## config.mk

```make
export PLATFORM = sky130hd
export DESIGN_NAME = memory_board_ctrl
export DESIGN_NICKNAME = d
export VERILOG_FILES = /design/src/rtl/memory_game_pkg.sv /design/src/rtl/cursor_ctrl.sv /design/src/rtl/memory_board_ctrl.sv
export SDC_FILE = /design/constraint.sdc
export NUM_CORES = 1
export LEC_CHECK = 0
export CAP_MARGIN = 20
export CORE_MARGIN = 2
export CORE_UTILIZATION = 50
export DETAILED_ROUTE_END_ITERATION = 7
export GPL_ROUTABILITY_DRIVEN = 0
export PLACE_DENSITY = 0.77
export SLEW_MARGIN = 20
export SYNTH_ARGS = -nofsm -noshare
export SYNTH_HDL_FRONTEND = slang
export SYNTH_SLANG_ARGS = --single-unit
```

## constraint.sdc

```tcl
create_clock -name VGA_CLK_IN -period 2.88 [get_ports VGA_CLK_IN]
set_input_delay 0.288 -clock VGA_CLK_IN [delete_from_list [all_inputs] [get_ports VGA_CLK_IN]]
set_output_delay 0.288 -clock VGA_CLK_IN [all_outputs]
set_load 0.02 [all_outputs]
```

## src/rtl/memory_game_pkg.sv

```systemverilog
// Shared types and constants for the 4x4 memory-match game logic.
// Latency: n/a (declarations only).
// Backpressure: n/a.
package memory_game_pkg;

  typedef enum logic [1:0] {
    FIRST  = 2'd0,
    SECOND = 2'd1,
    SHOW   = 2'd2,
    DONE   = 2'd3
  } state_t;

  typedef logic [3:0] cell_t;

  localparam int         NUM_CELLS   = 16;
  localparam cell_t      CELL_HIDDEN = 4'd0;
  localparam logic [3:0] NUM_PAIRS   = 4'd8;

  // Fixed symbol placement, row-major; each symbol id 1..8 appears exactly twice.
  localparam cell_t LAYOUT [NUM_CELLS] = '{
    4'd1, 4'd2, 4'd3, 4'd4,
    4'd5, 4'd6, 4'd7, 4'd8,
    4'd6, 4'd2, 4'd7, 4'd4,
    4'd8, 4'd1, 4'd5, 4'd3
  };

endpackage

```

## src/rtl/cursor_ctrl.sv

```systemverilog
// Cursor position on the 4x4 board: 2-bit row/column wrap counters.
// Latency: a move pulse sampled at an edge is reflected in block after that edge.
// Backpressure: none; moves are dropped while hold is high, restart wins over moves.
module cursor_ctrl
  import memory_game_pkg::*;
(
  input  logic       clk,
  input  logic       rst_n,
  input  logic       move_right,
  input  logic       move_down,
  input  logic       hold,
  input  logic       restart,
  output logic [3:0] block
);

  logic [1:0] row_q, row_d;
  logic [1:0] col_q, col_d;

  // Next cursor: restart clears, otherwise each axis wraps modulo 4 independently.
  always_comb begin
    row_d = row_q;
    col_d = col_q;
    if (restart) begin
      row_d = 2'd0;
      col_d = 2'd0;
    end else if (!hold) begin
      if (move_down)  row_d = row_q + 2'd1;
      if (move_right) col_d = col_q + 2'd1;
    end
  end

  // Cursor registers.
  always_ff @(posedge clk or negedge rst_n) begin
    if (!rst_n) begin
      row_q <= 2'd0;
      col_q <= 2'd0;
    end else begin
      row_q <= row_d;
      col_q <= col_d;
    end
  end

  assign block = {row_q, col_q};

endmodule

```

## src/rtl/memory_board_ctrl.sv

```systemverilog
// Memory-match game logic feeding the VGA renderer: cell faces, cursor, reveal/compare/hide.
// Latency: every output is registered; a button pulse sampled at edge t shows after edge t.
// Backpressure: none; selects that are not legal in the current state are dropped.
module memory_board_ctrl
  import memory_game_pkg::*;
#(
  parameter int HOLD_CYCLES = 25_000_000,
  parameter int TMR_W       = 25
) (
  input  logic       VGA_CLK_IN,
  input  logic       rst,
  input  logic       btn_right,
  input  logic       btn_down,
  input  logic       btn_sel,
  output logic [3:0] c1,
  output logic [3:0] c2,
  output logic [3:0] c3,
  output logic [3:0] c4,
  output logic [3:0] c5,
  output logic [3:0] c6,
  output logic [3:0] c7,
  output logic [3:0] c8,
  output logic [3:0] c9,
  output logic [3:0] c10,
  output logic [3:0] c11,
  output logic [3:0] c12,
  output logic [3:0] c13,
  output logic [3:0] c14,
  output logic [3:0] c15,
  output logic [3:0] c16,
  output logic [3:0] block,
  output logic [3:0] pairs_found,
  output logic [7:0] attempts,
  output logic       game_done
);

  state_t           state_q, state_d;
  cell_t            cells_q [NUM_CELLS];
  cell_t            cells_d [NUM_CELLS];
  logic [3:0]       first_idx_q, first_idx_d;
  logic [3:0]       second_idx_q, second_idx_d;
  logic [TMR_W-1:0] timer_q, timer_d;
  logic [3:0]       pairs_q, pairs_d;
  logic [7:0]       attempts_q, attempts_d;
  logic             done_q;
  logic [3:0]       cur;
  logic             restart;

  // A select in DONE restarts the game; the cursor is frozen while DONE.
  assign restart = (state_q == DONE) && btn_sel;

  cursor_ctrl u_cursor (
    .clk        (VGA_CLK_IN),
    .rst_n      (rst),
    .move_right (btn_right),
    .move_down  (btn_down),
    .hold       (state_q == DONE),
    .restart    (restart),
    .block      (cur)
  );

  // Game FSM: selects act on the pre-move cursor (cur is the registered position).
  always_comb begin
    state_d      = state_q;
    cells_d      = cells_q;
    first_idx_d  = first_idx_q;
    second_idx_d = second_idx_q;
    timer_d      = timer_q;
    pairs_d      = pairs_q;
    attempts_d   = attempts_q;
    case (state_q)
      FIRST: begin
        if (btn_sel && cells_q[cur] == CELL_HIDDEN) begin
          cells_d[cur] = LAYOUT[cur];
          first_idx_d  = cur;
          state_d      = SECOND;
        end
      end
      SECOND: begin
        // A hidden cell can never be first_idx, so no explicit same-cell test.
        if (btn_sel && cells_q[cur] == CELL_HIDDEN) begin
          cells_d[cur] = LAYOUT[cur];
          if (attempts_q != 8'hFF) attempts_d = attempts_q + 8'd1;
          if (LAYOUT[cur] == LAYOUT[first_idx_q]) begin
            pairs_d = pairs_q + 4'd1;
            state_d = (pairs_q + 4'd1 == NUM_PAIRS) ? DONE : FIRST;
          end else begin
            timer_d      = TMR_W'(HOLD_CYCLES - 1);
            second_idx_d = cur;
            state_d      = SHOW;
          end
        end
      end
      SHOW: begin
        // Load of HOLD_CYCLES-1 plus the zero cycle gives exactly HOLD_CYCLES face-up cycles.
        if (timer_q == '0) begin
          cells_d[first_idx_q]  = CELL_HIDDEN;
          cells_d[second_idx_q] = CELL_HIDDEN;
          state_d               = FIRST;
        end else begin
          timer_d = timer_q - 1'b1;
        end
      end
      DONE: begin
        if (btn_sel) begin
          for (int i = 0; i < NUM_CELLS; i++) cells_d[i] = CELL_HIDDEN;
          pairs_d    = 4'd0;
          attempts_d = 8'd0;
          state_d    = FIRST;
        end
      end
      default: state_d = FIRST;
    endcase
  end

  // State, board and counter registers.
  always_ff @(posedge VGA_CLK_IN or negedge rst) begin
    if (!rst) begin
      state_q      <= FIRST;
      for (int i = 0; i < NUM_CELLS; i++) cells_q[i] <= CELL_HIDDEN;
      first_idx_q  <= 4'd0;
      second_idx_q <= 4'd0;
      timer_q      <= '0;
      pairs_q      <= 4'd0;
      attempts_q   <= 8'd0;
      done_q       <= 1'b0;
    end else begin
      state_q      <= state_d;
      cells_q      <= cells_d;
      first_idx_q  <= first_idx_d;
      second_idx_q <= second_idx_d;
      timer_q      <= timer_d;
      pairs_q      <= pairs_d;
      attempts_q   <= attempts_d;
      done_q       <= (state_d == DONE);
    end
  end

  assign c1          = cells_q[0];
  assign c2          = cells_q[1];
  assign c3          = cells_q[2];
  assign c4          = cells_q[3];
  assign c5          = cells_q[4];
  assign c6          = cells_q[5];
  assign c7          = cells_q[6];
  assign c8          = cells_q[7];
  assign c9          = cells_q[8];
  assign c10         = cells_q[9];
  assign c11         = cells_q[10];
  assign c12         = cells_q[11];
  assign c13         = cells_q[12];
  assign c14         = cells_q[13];
  assign c15         = cells_q[14];
  assign c16         = cells_q[15];
  assign block       = cur;
  assign pairs_found = pairs_q;
  assign attempts    = attempts_q;
  assign game_done   = done_q;

endmodule

```

==> metrics.yaml, run 1 <==
outcome: "finished, violations left"
violations: "hold timing"
cp-startpoint: "timer_q[4]$_DFFE_PN0P_"
ant_nets: 0
wl_mm: 16.63
hpwl_mm: 11.72
pwr_density_cell_nw_per_um2: 1332
dieArea_um2: 13150
cts_tree: "yes"
path_cells: "or4_4, or4bb_4, o31ai_2, a22oi_2, buf_4, buf_4, or3_1, o2bb2ai_1"
period_minus_slack_ps: 2855
ys.warnings.count: 0
critPathKind: "reg2reg"
power_mw: 10.69
row_count: 40
clock-sinks: 116
crit_arrival_ps: 3150
start_util_pct: 51.21
final_max_slew_viol_count: 0
crit_cells: 8
cap_violations: 0
io_buffers: 85
setup_viol_count_final: 0
hp-class: "in2async"
setup_tns_ps: 0
synthTopCellsByArea: "dfrtp_1 47%, o2bb2ai_1 9.2%, ha_1 3.9%, nand2_1 3.7%, a221oi_1 2.3%"
gr-total-overflow: 0
synth_edf_count: 0
end_kind: "flip-flop"
syn_area_per_cell_um2: 10.51
critPathMostFrequentCell: "buf_4"
grt_max_degree: 73
vias: 5367
area_growth_pct: 31.05
rsz0062_at_grt: "true"
synthesis.area_um2: 6126
crit_path_start_kind: "flip-flop"
htreeDepth: 4
path_max_fanout: 7
synth_top_area_share_pct: 47.39
die_h_um: 114.7
synth.distinct_cells: 62
ys_ff_latch: 116
slew_headroom_pct: 40.00
r2r_start: "timer_q[4]$_DFFE_PN0P_"
ff2ff_path_depth: 8
finalHoldViolCount: 1
grt_antenna_before_repair: 0
cts-buffers-inserted: 17
coreArea_um2: 11960
track_usage_pct: 26.52
pin_count: 86
wire_per_inst_um: 19.38
r2r_slack_ps: 30
critPathBufInv: 2
syn_nets: 607
n_antenna_cell: 0
layout-drive-gt1-share_pct: 15.19
post-route-period-util_pct: 99.12
cp.required_ps: 3180
drc_errors: 0
insertion_delay_ps: 420
yosysMostFrequentCell: "dfrtp_1"
crit_slowest_cell: "or4_4"
dr.pass1.iters: 5
initialDrtViolationCount: 452
fmax_ghz: 0.3503
syn_inst: 583
synthFlopType: "dfrtp_1"
nFillCells: 912
fin_skew_ps: 7.335
max-vdd-ir-drop_v: 0.0007425
synth_seq_area_share_pct: 47.39
synth_top_area_cell: "dfrtp_1"
crit_family: "simple AND/OR/NAND/NOR gates"
die_width_um: 114.7
holdWs_ps: -0.3290
clockRootBuffer: "clkbuf_16"
fin_nets: 723
first_global_vias: 5245
synthArstFlopShare_pct: 100.0
viasPerCell: 6.255
synth_top_cells_by_count: "116 x dfrtp_1, 64 x o2bb2ai_1, 60 x nand2_1"
clock_tree.buffer_depth: 2
slowest_delay_ps: 570
clk_pin_slew_ps: 50
power_leakage_nw: 3.310
tightest_slew_ps: 900.0
grt_pass1_wl_mm: 26.76
## routing by layer
layer	share of wire (%)	wire length, µm	GRT usage [%]
met5	0	0	0
met2	49	8149	42.64
met1	42	6948	34.06
met4	3.3	548	13.33
met3	5.9	980	5.558
## report_power, final
part           total (mW)  switching [mW]  internal (mW)
combinational        5.61            2.99           2.61
sequential           2.82           0.651           2.17
clock                2.26           0.738           1.53
total                10.7            4.38           6.31
## area by class of cell
type / count / area, µm² / share of cell area, %
clock buffers: 22 / 484.2 / 6.032
clock inverters: 9 / 150.1 / 1.870
inverters: 20 / 75.07 / 0.9352
multi-input cells: 415 / 3014 / 37.55
flip-flops and latches: 116 / 2904 / 36.18
well taps: 147 / 183.9 / 2.291
repair buffers: 129 / 1216 / 15.15
## how the worst max path moves through the flow
| stage | end | slack [ps] |
|---|---|---|
| 2_1_floorplan | second_idx_q[0]$_DFFE_PN0P_ | 40 |
| 3_3_place_gp | second_idx_q[3]$_DFFE_PN0P_ | 90 |
| 3_5_place_dp | timer_q[1]$_DFFE_PN0P_ | 30 |
| 4_1_cts | timer_q[1]$_DFFE_PN0P_ | 20 |
| 5_1_grt | flip-flop | -50 |
| 6_report | flip-flop | 30 |
## cells in the final DEF (no fill, tap or decap), types with 17 or more instances in the layout
| cell | count |
|---|---|
| nand2_1 | 60 |
| a21oi_1 | 17 |
| inv_1 | 19 |
| buf_4 | 42 |
| dfrtp_1 | 115 |
| clkbuf_16 | 17 |
| o2bb2ai_1 | 64 |
| nor2_1 | 27 |
| clkdlybuf4s50_1 | 84 |
| ha_1 | 19 |
## worst register-to-register path: stages, from the launching register on
cell       delay, ps
dfrtp_1          400
or4_4            570
or4bb_4          540
o31ai_2          200
a22oi_2           70
buf_4            190
buf_4            160
or3_1            440
o2bb2ai_1        160
## through the flow
step                      setup WS, ps  instance area (µm²)  std cells  util (%)
after global routing            -50.38                 8028        858     67.11
final                            25.30                 8028        858     67.11
after detailed placement         32.78                 7325        819     61.23
after floorplan                  41.57                 6138        583         -
after global placement           91.01                 7325        819     61.23
after CTS                        19.08                 7959        850     66.54
## logic make-up after synthesis
family,Yosys count,synth area share (%)
AO/OA/AOI/OAI,151,19.75
XOR/XNOR,23,3.289
adder cells (fa/ha/maj),19,3.881
buffers and inverters,52,3.676
flip-flops,116,47.39
multiplexers,20,4.044
AND/OR/NAND/NOR,202,17.97
## timing repair
item | 4_1_cts | 5_1_grt
hold buffers | 0 | 0
resized for setup | 0 | 2
buffers inserted | 0 | 8
setup endpoints to repair | 0 | 39
Note: power is estimated with default switching activity, not from simulation.
==> inputs of run 2 (changes only) <==
--- a/config.mk
+++ b/config.mk
@@ -8,6 +8,7 @@
 export CAP_MARGIN = 20
 export CORE_MARGIN = 2
 export CORE_UTILIZATION = 50
+export CTS_CLUSTER_DIAMETER = 60
 export DETAILED_ROUTE_END_ITERATION = 7
 export GPL_ROUTABILITY_DRIVEN = 0
 export PLACE_DENSITY = 0.77
==> results of run 2 <==
No change in the layout: final DEF, timing and power equal those of run 1.
==> inputs of run 3 (changes only) <==
--- a/config.mk
+++ b/config.mk
@@ -15,4 +15,5 @@
 export SLEW_MARGIN = 20
 export SYNTH_ARGS = -nofsm -noshare
 export SYNTH_HDL_FRONTEND = slang
+export SYNTH_HIERARCHICAL = 1
 export SYNTH_SLANG_ARGS = --single-unit
==> metrics.yaml, run 3 <==
yosysMostFrequentCell: "dfrtp_1"  # unchanged
critPathBufInv: 1  # was 2
synth_top_cells_by_count: "116 x dfrtp_1, 70 x nand2_1, 57 x nor2_1"  # was 116 x dfrtp_1, 64 x o2bb2ai_1, 60 x nand2_1
place_inst: 917  # was 819
area_growth_pct: 42.14  # was 31.05%
path_cells: "or4_4, or4b_4, or3_4, o41a_1, buf_6, a311oi_2, nand2_1, a22o_1"  # was or4_4, or4bb_4, o31ai_2, a22oi_2, buf_4, buf_4, or3_1, o2bb2ai_1
synthFlopType: "dfrtp_1"  # unchanged
layout-drive-gt1-share_pct: 28.09  # was 15.19%
period_minus_slack_ps: 3051  # was 2855 ps
setup_viol_count_final: 89  # was 0
power_leakage_nw: 3.763  # was 3.310 nW
fin_skew_ps: 13.00  # was 7.335 ps
vias: 6107  # was 5,367
initialDrtViolationCount: 675  # was 452
synth_top_area_share_pct: 45.24  # was 47.39%
wire_per_inst_um: 21.28  # was 19.38 µm
syn_nets: 657  # was 607
synth_edf_count: 0  # unchanged
synth_seq_area_share_pct: 45.24  # was 47.39%
synthArstFlopShare_pct: 100.0  # unchanged
power_mw: 11.30  # was 10.69 mW
cts_tree: "yes"  # unchanged
coreArea_um2: 12570  # was 11,960 µm²
syn_inst: 636  # was 583
io_buffers: 85  # unchanged
crit_family: "simple AND/OR/NAND/NOR gates"  # unchanged
cap_violations: 0  # unchanged
crit_arrival_ps: 3360  # was 3150 ps
slowest_delay_ps: 570  # about the same
n_antenna_cell: 0  # unchanged
max-vdd-ir-drop_v: 0.0006616  # was 0.0007425 V
hpwl_mm: 13.31  # was 11.72 mm
syn_area_per_cell_um2: 10.09  # was 10.51 µm²
synthesis.area_um2: 6416  # was 6126 µm²
viasPerCell: 6.276  # was 6.255
fin_nets: 809  # was 723
wl_mm: 20.70  # was 16.63 mm
clock_tree.buffer_depth: 2  # unchanged
synthTopCellsByArea: "dfrtp_1 45%, a32o_1 4.2%, nand2_1 4.1%, nor2_1 3.3%, ha_1 3.1%"  # was dfrtp_1 47%, o2bb2ai_1 9.2%, ha_1 3.9%, nand2_1 3.7%, a221oi_1 2.3%
rsz0062_at_grt: "true"  # unchanged
crit_slowest_cell: "or4_4"  # unchanged
clk_pin_slew_ps: 50  # about the same
gr-total-overflow: 0  # unchanged
dr.pass1.iters: 6  # was 5
drc_errors: 0  # unchanged
track_usage_pct: 29.66  # was 26.52%
fin_util_pct: 72.56  # was 67.11%
final-instance-count-excl-fill: 973  # was 858
setup_tns_ps: -8061  # was 0 ps
grt_antenna_before_repair: 0  # unchanged
ys_ff_latch: 116  # unchanged
end_kind: "flip-flop"  # unchanged
final_common_cell: "dfrtp_1"  # unchanged
hp-class: "in2async"  # unchanged
grt_max_degree: 58  # was 73
die_h_um: 117.3  # was 114.7 µm
path_max_fanout: 6  # was 7
insertion_delay_ps: 430  # was 420 ps
finalHoldViolCount: 0  # was 1
clockRootBuffer: "clkbuf_16"  # unchanged
post-route-period-util_pct: 105.9  # was 99.12%
grt_pass1_wl_mm: 30.82  # was 26.76 mm
final_max_slew_viol_count: 0  # unchanged
cp.required_ps: 3190  # was 3180 ps
synth.distinct_cells: 71  # was 62
cts-buffers-inserted: 17  # unchanged
ant_nets: 0  # unchanged
pwr_density_cell_nw_per_um2: 1239  # was 1332 nW/µm²
setup_slack_ps: -171.3  # was 25.30 ps
nFillCells: 869  # was 912
tightest_slew_ps: 654.2  # was 900.0 ps
clock-sinks: 116  # unchanged
htreeDepth: 4  # unchanged
crit_path_start_kind: "flip-flop"  # unchanged
synth_top_area_cell: "dfrtp_1"  # unchanged
start_util_pct: 51.05  # was 51.21%
violations: "setup timing"  # was hold timing
dieArea_um2: 13750  # was 13,150 µm²
ys.warnings.count: 6  # was 0
seqCellArea_um2: 2905  # was 2904 µm²
pin_count: 86  # unchanged
first_global_vias: 5935  # was 5,245
critPathKind: "reg2reg"  # unchanged
dpl_cell_area_um2: 7794  # was 7325 µm²
row_count: 41  # was 40
multi_input_area_um2: 3669  # was 3014 µm²
die_width_um: 117.3  # was 114.7 µm
fmax_ghz: 0.3277  # was 0.3503 GHz
holdWs_ps: 327.6  # was -0.3290 ps
dp_worst_setup_slack_ps: -112.5  # was 32.78 ps
layout_common_cells: "114 x dfrtp_1, 84 x clkdlybuf4s50_1, 55 x buf_4"  # was 115 x dfrtp_1, 84 x clkdlybuf4s50_1, 64 x o2bb2ai_1
outcome: "finished, violations left"  # unchanged
final_cell_area_um2: 9120  # was 8028 µm²
slew_headroom_pct: 56.39  # was 40.00%
==> run 3: cell count changes after synthesis, moves of 7 or more <==
cell and change:
a22o_1 +16, xor2_1 +7, o2bb2ai_1 -53, nand2_1 +10, or3_1 -10, o21ai_0 +7
nor4_1 -8, a221oi_1 -12, nor2_1 +30, a32o_1 +25, and2_1 +10, nor3_1 +10
==> run 3: final timing paths <==
check	start	end	slack (ps)	cells after the start
max	timer_q[17]$_DFFE_PN0P_	flip-flop	-170	8
min	rst	asynchronous set/reset pin	330	2
max reg2reg	timer_q[17]$_DFFE_PN0P_	flip-flop	-170	8
min reg2reg	flip-flop	flip-flop	500	1
max in group asynchronous	rst	u_cursor/col_q[0]$_DFFE_PN0P_	1760	3
min in group VGA_CLK_IN	flip-flop	flip-flop	500	1
==> run 3: per-layer routing <==
layer / vias up / global-route usage [%] / part of all wire, %
li1: 2653 / - / -
met1: 3030 / 38.24 / 39
met2: 368 / 47.28 / 50
met3: 56 / 8.187 / 9.1
met4: 0 / 12.39 / 2.7
met5: - / 0 / 0
==> run 3: layout make-up <==
| type | instances | share of cell area (%) |
|---|---|---|
| repair buffers | 167 | 18.14 |
| inverters | 17 | 0.6997 |
| clock buffers | 23 | 5.351 |
| clock inverters | 9 | 1.372 |
| well taps | 172 | 2.360 |
| flip-flops and latches | 116 | 31.86 |
| multi-input cells | 469 | 40.23 |
==> run 3: repair_timing <==
item                                   in CTS  in global routing
gates cloned                                1                  1
buffers inserted                           10                 12
gates resized for setup                    32                 91
pin swaps                                  20                 29
endpoints found under the hold margin      25                  0
hold buffers                                1                  0
setup endpoints to repair                  74                111
==> run 3: logic make-up after synthesis <==
group,after synthesis,synth area share [%]
AO/OA/AOI/OAI,149,18.66
XOR/XNOR,31,4.232
adder cells (fa/ha/maj),16,3.120
buffers and inverters,51,3.607
flip-flops,116,45.24
multiplexers,20,4.622
AND/OR/NAND/NOR,253,20.51
==> run 3: power breakdown <==
part / leakage [nW] / internal (mW) / switching, mW / total, mW
Sequential: 1.47 / 2.12 / 0.705 / 2.82
Combinational: 1.99 / 2.84 / 3.44 / 6.28
Clock: 0.299 / 1.44 / 0.757 / 2.20
